**src/rtl/keypad_bcd_scanner.sv**
```systemverilog
// Keypad scanner for a 10-key decimal pad.
// Key lines are synchronized and debounced, and each qualified press is encoded to BCD.
// Digits are queued in a show-ahead FIFO. Two sticky flags report dropped digits
// and simultaneous key presses.
module keypad_bcd_scanner #(
    parameter int DEBOUNCE_CYCLES = 4,
    parameter int FIFO_DEPTH      = 4
) (
    input  logic       clk,
    input  logic       rst_n,
    input  logic [9:0] key,
    input  logic       clr,
    output logic [3:0] dout,
    output logic       dout_valid,
    input  logic       dout_ready,
    output logic [4:0] fifo_count,
    output logic       overflow,
    output logic       multi_err
);

    localparam int         PW       = (FIFO_DEPTH > 1) ? $clog2(FIFO_DEPTH) : 1;
    localparam logic [7:0] CNT_LAST = 8'(DEBOUNCE_CYCLES - 1);
    localparam logic [4:0] DEPTH_C  = 5'(FIFO_DEPTH);

    typedef enum logic [1:0] {
        IDLE     = 2'd0,
        DEBOUNCE = 2'd1,
        EMIT     = 2'd2,
        HOLD     = 2'd3
    } state_t;

    // One-hot key vector to its decimal index (only called with one-hot input).
    function automatic logic [3:0] onehot_to_bcd(input logic [9:0] v);
        logic [3:0] code;
        code = 4'd0;
        for (int i = 0; i < 10; i++) begin
            if (v[i]) begin
                code = 4'(i);
            end else begin
                code = code;
            end
        end
        return code;
    endfunction

    // True when two or more key lines are active at once.
    function automatic logic is_multi(input logic [9:0] v);
        return (v & (v - 10'd1)) != 10'd0;
    endfunction

    logic [9:0]    sync1_r;
    logic [9:0]    ks_r;
    state_t        state_r;
    state_t        state_next_s;
    logic [9:0]    cap_r;
    logic [9:0]    cap_next_s;
    logic [7:0]    cnt_r;
    logic [7:0]    cnt_next_s;
    logic          push_s;
    logic          set_multi_s;

    logic [3:0]    mem_r [FIFO_DEPTH];
    logic [PW-1:0] rd_ptr_r;
    logic [PW-1:0] wr_ptr_r;
    logic [PW-1:0] rd_next_s;
    logic [PW-1:0] wr_next_s;
    logic [4:0]    count_r;
    logic [4:0]    count_next_s;
    logic          pop_s;
    logic          push_ok_s;
    logic          drop_s;
    logic [3:0]    push_data_s;
    logic [3:0]    head_s;
    logic [3:0]    dout_r;
    logic          dout_valid_r;
    logic          overflow_r;
    logic          multi_err_r;

    // Two-stage synchronizer for the asynchronous key lines.
    always_ff @(posedge clk or negedge rst_n) begin
        if (!rst_n) begin
            sync1_r <= 10'd0;
            ks_r    <= 10'd0;
        end else begin
            sync1_r <= key;
            ks_r    <= sync1_r;
        end
    end

    // Scanner state, captured key and debounce counter registers.
    always_ff @(posedge clk or negedge rst_n) begin
        if (!rst_n) begin
            state_r <= IDLE;
            cap_r   <= 10'd0;
            cnt_r   <= 8'd0;
        end else begin
            state_r <= state_next_s;
            cap_r   <= cap_next_s;
            cnt_r   <= cnt_next_s;
        end
    end

    // Next-state logic: qualify a stable single key, emit once, wait for release.
    always_comb begin
        state_next_s = state_r;
        cap_next_s   = cap_r;
        cnt_next_s   = cnt_r;
        push_s       = 1'b0;
        set_multi_s  = 1'b0;
        case (state_r)
            IDLE: begin
                if (ks_r == 10'd0) begin
                    state_next_s = IDLE;
                end else if (is_multi(ks_r)) begin
                    set_multi_s = 1'b1;
                end else begin
                    state_next_s = DEBOUNCE;
                    cap_next_s   = ks_r;
                    cnt_next_s   = 8'd1;
                end
            end
            DEBOUNCE: begin
                if (ks_r != cap_r) begin
                    state_next_s = IDLE;
                    set_multi_s  = is_multi(ks_r);
                end else if (cnt_r == CNT_LAST) begin
                    state_next_s = EMIT;
                end else begin
                    cnt_next_s = cnt_r + 8'd1;
                end
            end
            EMIT: begin
                push_s       = 1'b1;
                state_next_s = HOLD;
            end
            HOLD: begin
                if (ks_r == 10'd0) begin
                    state_next_s = IDLE;
                end else begin
                    state_next_s = HOLD;
                end
            end
            default: begin
                state_next_s = IDLE;
            end
        endcase
    end

    // FIFO handshake: a pop may free the slot a same-edge push needs.
    always_comb begin
        pop_s       = dout_valid_r & dout_ready;
        push_ok_s   = push_s & ((count_r < DEPTH_C) | pop_s);
        drop_s      = push_s & ~push_ok_s;
        push_data_s = onehot_to_bcd(cap_r);
        if (pop_s) begin
            rd_next_s = rd_ptr_r + PW'(1);
        end else begin
            rd_next_s = rd_ptr_r;
        end
        if (push_ok_s) begin
            wr_next_s = wr_ptr_r + PW'(1);
        end else begin
            wr_next_s = wr_ptr_r;
        end
    end

    // Occupancy after this edge and the entry that will sit at the head.
    always_comb begin
        count_next_s = count_r;
        if (push_ok_s && !pop_s) begin
            count_next_s = count_r + 5'd1;
        end else if (!push_ok_s && pop_s) begin
            count_next_s = count_r - 5'd1;
        end else begin
            count_next_s = count_r;
        end
        // A digit written this edge into the new head slot bypasses the memory.
        if (push_ok_s && (rd_next_s == wr_ptr_r)) begin
            head_s = push_data_s;
        end else begin
            head_s = mem_r[rd_next_s];
        end
    end

    // FIFO storage, pointers, registered head, and sticky flags; clr flushes all.
    always_ff @(posedge clk or negedge rst_n) begin
        if (!rst_n) begin
            for (int i = 0; i < FIFO_DEPTH; i++) begin
                mem_r[i] <= 4'd0;
            end
            rd_ptr_r     <= '0;
            wr_ptr_r     <= '0;
            count_r      <= 5'd0;
            dout_r       <= 4'd0;
            dout_valid_r <= 1'b0;
            overflow_r   <= 1'b0;
            multi_err_r  <= 1'b0;
        end else if (clr) begin
            rd_ptr_r     <= '0;
            wr_ptr_r     <= '0;
            count_r      <= 5'd0;
            dout_valid_r <= 1'b0;
            overflow_r   <= 1'b0;
            multi_err_r  <= 1'b0;
        end else begin
            if (push_ok_s) begin
                mem_r[wr_ptr_r] <= push_data_s;
            end
            rd_ptr_r     <= rd_next_s;
            wr_ptr_r     <= wr_next_s;
            count_r      <= count_next_s;
            dout_valid_r <= (count_next_s != 5'd0);
            if (count_next_s != 5'd0) begin
                dout_r <= head_s;
            end
            overflow_r  <= overflow_r | drop_s;
            multi_err_r <= multi_err_r | set_multi_s;
        end
    end

    assign dout       = dout_r;
    assign dout_valid = dout_valid_r;
    assign fifo_count = count_r;
    assign overflow   = overflow_r;
    assign multi_err  = multi_err_r;

endmodule

```
**config.mk**
```make
export PLATFORM = sky130hd
export DESIGN_NAME = keypad_bcd_scanner
export DESIGN_NICKNAME = d
export VERILOG_FILES = /design/src/rtl/keypad_bcd_scanner.sv
export SDC_FILE = /design/constraint.sdc
export NUM_CORES = 1
export LEC_CHECK = 0
export ABC_AREA = 1
export BUFFER_PORTS_ARGS = -buffer_cell sky130_fd_sc_hd__buf_4
export CORE_MARGIN = 4
export CORE_UTILIZATION = 40
export DETAILED_ROUTE_END_ITERATION = 8
export PLACE_DENSITY = 0.55
export SLEW_MARGIN = 20
export SYNTH_ARGS = -nofsm -noshare
export SYNTH_HDL_FRONTEND = slang
export SYNTH_SLANG_ARGS = --single-unit
```
**constraint.sdc**
```tcl
create_clock -name clk -period 1.8 [get_ports clk]
set_clock_uncertainty 0.05 [all_clocks]
set_input_delay 0 -clock clk [delete_from_list [all_inputs] [get_ports clk]]
set_output_delay 0 -clock clk [all_outputs]
set_load 0.03 [all_outputs]
```
* Word level (Yosys, flattened, before mapping) *
Index checks and enable logic that the tools add are counted.
W data, S select, Z words.

word-level totals
  memories = 0
  bits in latches = 0
  input bits = 14
  output and inout port bits = 12
  flip-flop bits (word level) = 72
  ROM bits = 0
  memory bits (writable) = 0

operators by class
  shift operators = 0
  magnitude comparators = 4
  eq/ne operators = 12
  multipliers = 0
  div/mod/pow operators = 0
  add/sub/neg operators = 6
  reductions and logical operators = 17
  bitwise logic cells = 13
  muxes and demuxes = 42

operators by type and width
  cell                     count
  $mux W4                  12
  $mux W8                  4
  $mux W2                  9
  $bwmux W16               1
  $pmux W8 S2              1
  $mux W5                  3
  $and A10 B10 Y10         1
  $logic_not A10 Y1        1
  $ne A10 B10 Y1           1
  $reduce_bool A10 Y1      1
  $sub A10 B1 Y10 const B  1
  $add A8 B1 Y8 const B    1
  $bmux W4 S2              1
  $demux W4 S2             1
  $eq A8 B2 Y1 const B     1
  $mux W1                  8
  $ne A2 B2 Y1 const B     4
  $pmux W2 S4              1
  $ge A3 B3 Y1 const B     2
  $ne A3 B3 Y1 const B     2
  $not A2 Y3               2
  $reduce_and A2 Y1        3
  $add A5 B1 Y5 const B    1
  $lt A5 B3 Y1 const B     1
  other kinds (17)         31

* Longest topological paths before layout *
  depth in word-level cells = 10
  mapped depth = 13
  mapped depth without buffers = 13

* Least setup slack after synthesis *
Ideal clock, no wire load.

  path kind = reg-to-reg
  start = reg count_r[0] (netlist: fifo_count[0])
  end = reg dout_r[0] (netlist: dout[0])
  path buffers = 0
  cell stages (with the launch flop) = 12
  slack = 0.016 ns
  arrival time = 1.616 ns
  required time = 1.632 ns
  clock period less this slack = 1.784 ns
  cell sequence = dfrtp_1 inv_1 ha_1 nand3_1 nand2_1 nand2_1 nand2_1 nand2_1 nand2_1 nand3_2 nand2_1 nand2_1

on the way
  cells in the longest elaborated chain, start to end = 9

ends and longest elaborated chain
  item                                line  source
  start, declared                     67    logic [4:0] count_r;
  start signal, assigned              211   count_r <= count_next_s;
  $lt A5 B3 Y1                        152   push_ok_s = push_s & ((count_r < DEPTH_C) | pop_s);
  $or A1 B1 Y1                        152
  $and A1 B1 Y1                       152
  $logic_not A1 Y1                    172   end else if (!push_ok_s && pop_s) begin
  $logic_and A1 B1 Y1                 172
  $mux W5                             172
  $mux W5                             170   if (push_ok_s && !pop_s) begin
  $reduce_bool A5 Y1                  213   if (count_next_s != 5'd0) begin
  $reduce_and A2 Y1 (no source line)  n/a
  end signal, assigned                214   dout_r <= head_s;
  end, declared                       74    logic [3:0] dout_r;

Parallel ways exist; a longest one is shown, timed or not.
A chain may end at the register's enable or synchronous reset.

* Worst setup path in the final report *
  start = reg ks_r[0]
  end = reg cap_r[4]

on the way
  cells in the longest elaborated chain, start to end = 5

ends and longest elaborated chain
  item                                    line  source
  start, declared                         52    logic [9:0] ks_r;
  start signal, assigned                  86    ks_r <= sync1_r;
  $sub A10 B1 Y10                         48    return (v & (v - 10'd1)) != 10'd0;
  $and A10 B10 Y10                        48
  $reduce_bool A10 Y1                     48
  $not A1 Y1 (no source line)             n/a
  $reduce_and A3 Y1 (no source line) (*)  n/a
  end signal, assigned                    98    cap_r <= cap_next_s;
  end, declared                           55    logic [9:0] cap_r;

Mark *: on every way between the ends. The rest lies on a longest branch, timed or not.

==> results.txt <==
Clk_lat worst skew = 0.34 ns
Max stage delay on crit path = 0.46 ns
GPL Wtd Cong = 0.8245
Drt drc = 0
Delay-heaviest family, CP = simple AND/OR/NAND/NOR gates
Placed cell count = 608
Clk sinks = 72
Pin count of the biggest net entering global routing = 42
All-layer global routing usage = 15.20%
Setup TNS = 0 ns
Final Core Density = 52.15%
H-tree levels = 3
Min-Delay Path Class = input pin to asynchronous set/reset pin
Most common cell after layout, fill and taps aside = nand2_1
Critical path's most frequent cell = nor2_4
Worst rel slew slack = 72.79%
Commonest non-fill, non-tap cells in the layout = nand2_1 (160), dfrtp_1 (67), inv_1 (50), buf_4 (48), nor2_1 (27)
Non-filler cells, final = 642
Pre-CTS setup slack = 0.08396 ns
Setup crit start kind = register
Initial core utilization = 41.74%
Vias = 3082
Netlist Area Pre-Place = 3694 sq um
Ratio of final minimum period to clock period = 94.90%
CTS tree = yes
Number of buffers and inverters on the critical path = 1
Vias in the first global route = 3011
Seq cells post-synth = 72
Routed WL = 7.822 mm
Status = finished, final reports clean
Die Area = 10830 sq um
Die W = 104.1 microns
RSZ-0062 raised after global routing = yes
CP Cell Sequence = nor2_4 > nand2_2 > nand2_1 > nand3_2 > nor2_4 > nand2_2 > nor2_4 > buf_4 > nand4_1 > nand2_1
Worst-path maximum fanout = 5
CTS Buf Count = 9
Via density = 4.801
Final worst path period need = 1.708 ns
Max-slew violation count = 0
Setup violations, final = 0
CP max-delay cell = dfrtp_2
Layout cells sized above 1 = 22.28%
DR WL/cell = 12.18 microns
Clock root buffer = clkbuf_8
Max Fclk = 585.4 MHz
Critical path class = register to register
Unique masters post-synth = 33
Synth warn = 0
Post-route design area = 4614 sq um
Port Buf Inserts = 25
Antenna diodes = 0
Synthesized net count = 483
Final hold vios = 0
CP arrival = 1.94 ns
Num rows = 34
Worst Tran Pin Value = 0.4081 ns
Ys async rst share = 100.0%
Hpwl dp = 5.581 mm
Reg clk slew, reported paths = 0.08 ns
Mean Syn Cell Area = 7.995 sq um
Clock buffer depth = 2
Die height = 104.1 microns
Area growth, synth to finish = 24.93%
Maximum vdd drop = 0.5044 mV
1st-pass router iterations = 4
Setup crit end kind = register
Antenna violations before repair = 0
Pleak = 2.305 nW
Final WS setup = 0.09184 ns
Post-synthesis sequential area ratio = 48.78%
First-pass GRT wire length = 13.72 mm
Mapped Cells = 462
Grt ovf = 0
Post-route ant nets = 0
Placed instance area = 4146 sq um
Post-synth EDFFs = 0
Core Box Area = 8848 sq um
PD cells = 1019 nW/um^2
CP Data Required Time = 2.03 ns
I/O pins = 26
# nets final = 552
Top FF cell, synth = dfrtp_1
Max_cap viols = 0
Initial DRC count = 104
-- metrics by stage --
step	total power [mW]	hold slack, ns
finish	4.704	0.07180
global placement	3.394	-0.09171
floorplan	2.858	-0.3456
global route	5.048	0.1026
detailed placement	3.400	-0.08791
CTS	4.723	0.08042
-- synth_stat cells (2+ instances only) --
| cell type | number | area, sq um |
|---|---|---|
| nor2_1 | 32 | 120.1 |
| o21ai_1 | 5 | 25.02 |
| nor3b_1 | 2 | 15.01 |
| nand3_1 | 24 | 120.1 |
| buf_2 | 3 | 15.01 |
| o211ai_1 | 8 | 60.06 |
| a21oi_1 | 6 | 30.03 |
| ha_1 | 7 | 87.58 |
| xnor2_1 | 5 | 43.79 |
| inv_2 | 3 | 11.26 |
| nand2_2 | 6 | 37.54 |
| nand3_2 | 3 | 30.03 |
| dfrtp_1 | 72 | 1802 |
| mux2_1 | 8 | 90.09 |
| inv_1 | 54 | 202.7 |
| xor2_1 | 2 | 17.52 |
| nand4_1 | 19 | 118.9 |
| nor2_2 | 11 | 68.82 |
| o21ai_0 | 8 | 40.04 |
| nor3_1 | 2 | 10.01 |
| a31oi_1 | 2 | 12.51 |
| nor2_4 | 2 | 22.52 |
| nand2_1 | 168 | 630.6 |
-- flip-flops by register name (all words and copies together), names as in the netlist, 4 cells and up --
register	count
fifo_count	5
cnt_r	8
ks_r	10
mem_r	16
sync1_r	10
dout	4
cap_r	10
-- final timing paths --
path	from	to	slack, ns	cells after the start
min in group clk	dout_ready	rd_ptr_r[0]	0.10	5
max	ks_r[0]	cap_r[4]	0.09	10
max in group asynchronous	rst_n	cnt_r[2]	1.07	3
min reg2reg	sync1_r[8]	ks_r[8]	0.30	0
max reg2reg	ks_r[0]	cap_r[4]	0.09	10
min	rst_n	mem_r[5]	0.07	2
-- report_power, final --
part           switching (mW)  internal [mW]  total, mW  leakage, nW
Combinational           0.946          0.587       1.53         1.32
Clock                   0.573          0.698       1.27       0.0973
Sequential              0.121           1.78       1.90        0.891
Total                    1.64           3.06       4.70         2.31
-- worst register-to-register path: stages, from the launching register on --
cell and delay, ns:
dfrtp_2 0.46, nor2_4 0.14, nand2_2 0.10, nand2_1 0.08, nand3_2 0.09, nor2_4 0.13
nand2_2 0.07, nor2_4 0.20, buf_4 0.18, nand4_1 0.07, nand2_1 0.08
-- kinds of logic after synthesis --
logic type	after synthesis	synth area share (%)
AO/OA/AOI/OAI	33	5.420
flip-flops	72	48.78
AND/OR/NAND/NOR	271	32.42
adder cells (fa/ha/maj)	7	2.371
buffers and inverters	64	6.910
multiplexers	8	2.439
XOR/XNOR	7	1.660
-- routing by layer --
| layer | vias to the layer above | share of wire [%] | global-route usage [%] | wire, microns |
|---|---|---|---|---|
| met1 | 1434 | 48 | 20.40 | 3790 |
| met5 | - | 0 | 0 | 0 |
| li1 | 1602 | - | - | - |
| met4 | 0 | 1.2 | 4.368 | 97 |
| met3 | 8 | 3.0 | 3.911 | 233 |
| met2 | 38 | 47 | 24.33 | 3700 |
-- area by class of cell --
type	count	area [sq um]
inverters	58	217.7
fillers	865	4234
clock inverters	3	42.54
flip-flops and latches	72	1808
repair buffers	63	531.8
multi-input cells	327	1728
well taps	108	135.1
clock buffers	11	151.4
-- what timing repair did --
action	CTS	global route
hold buffers	12	0
hold endpoints to repair	91	0
setup endpoints to repair	0	38
resized for setup	0	32
buffers inserted	0	7
Note: power is estimated with default switching activity, not from simulation.
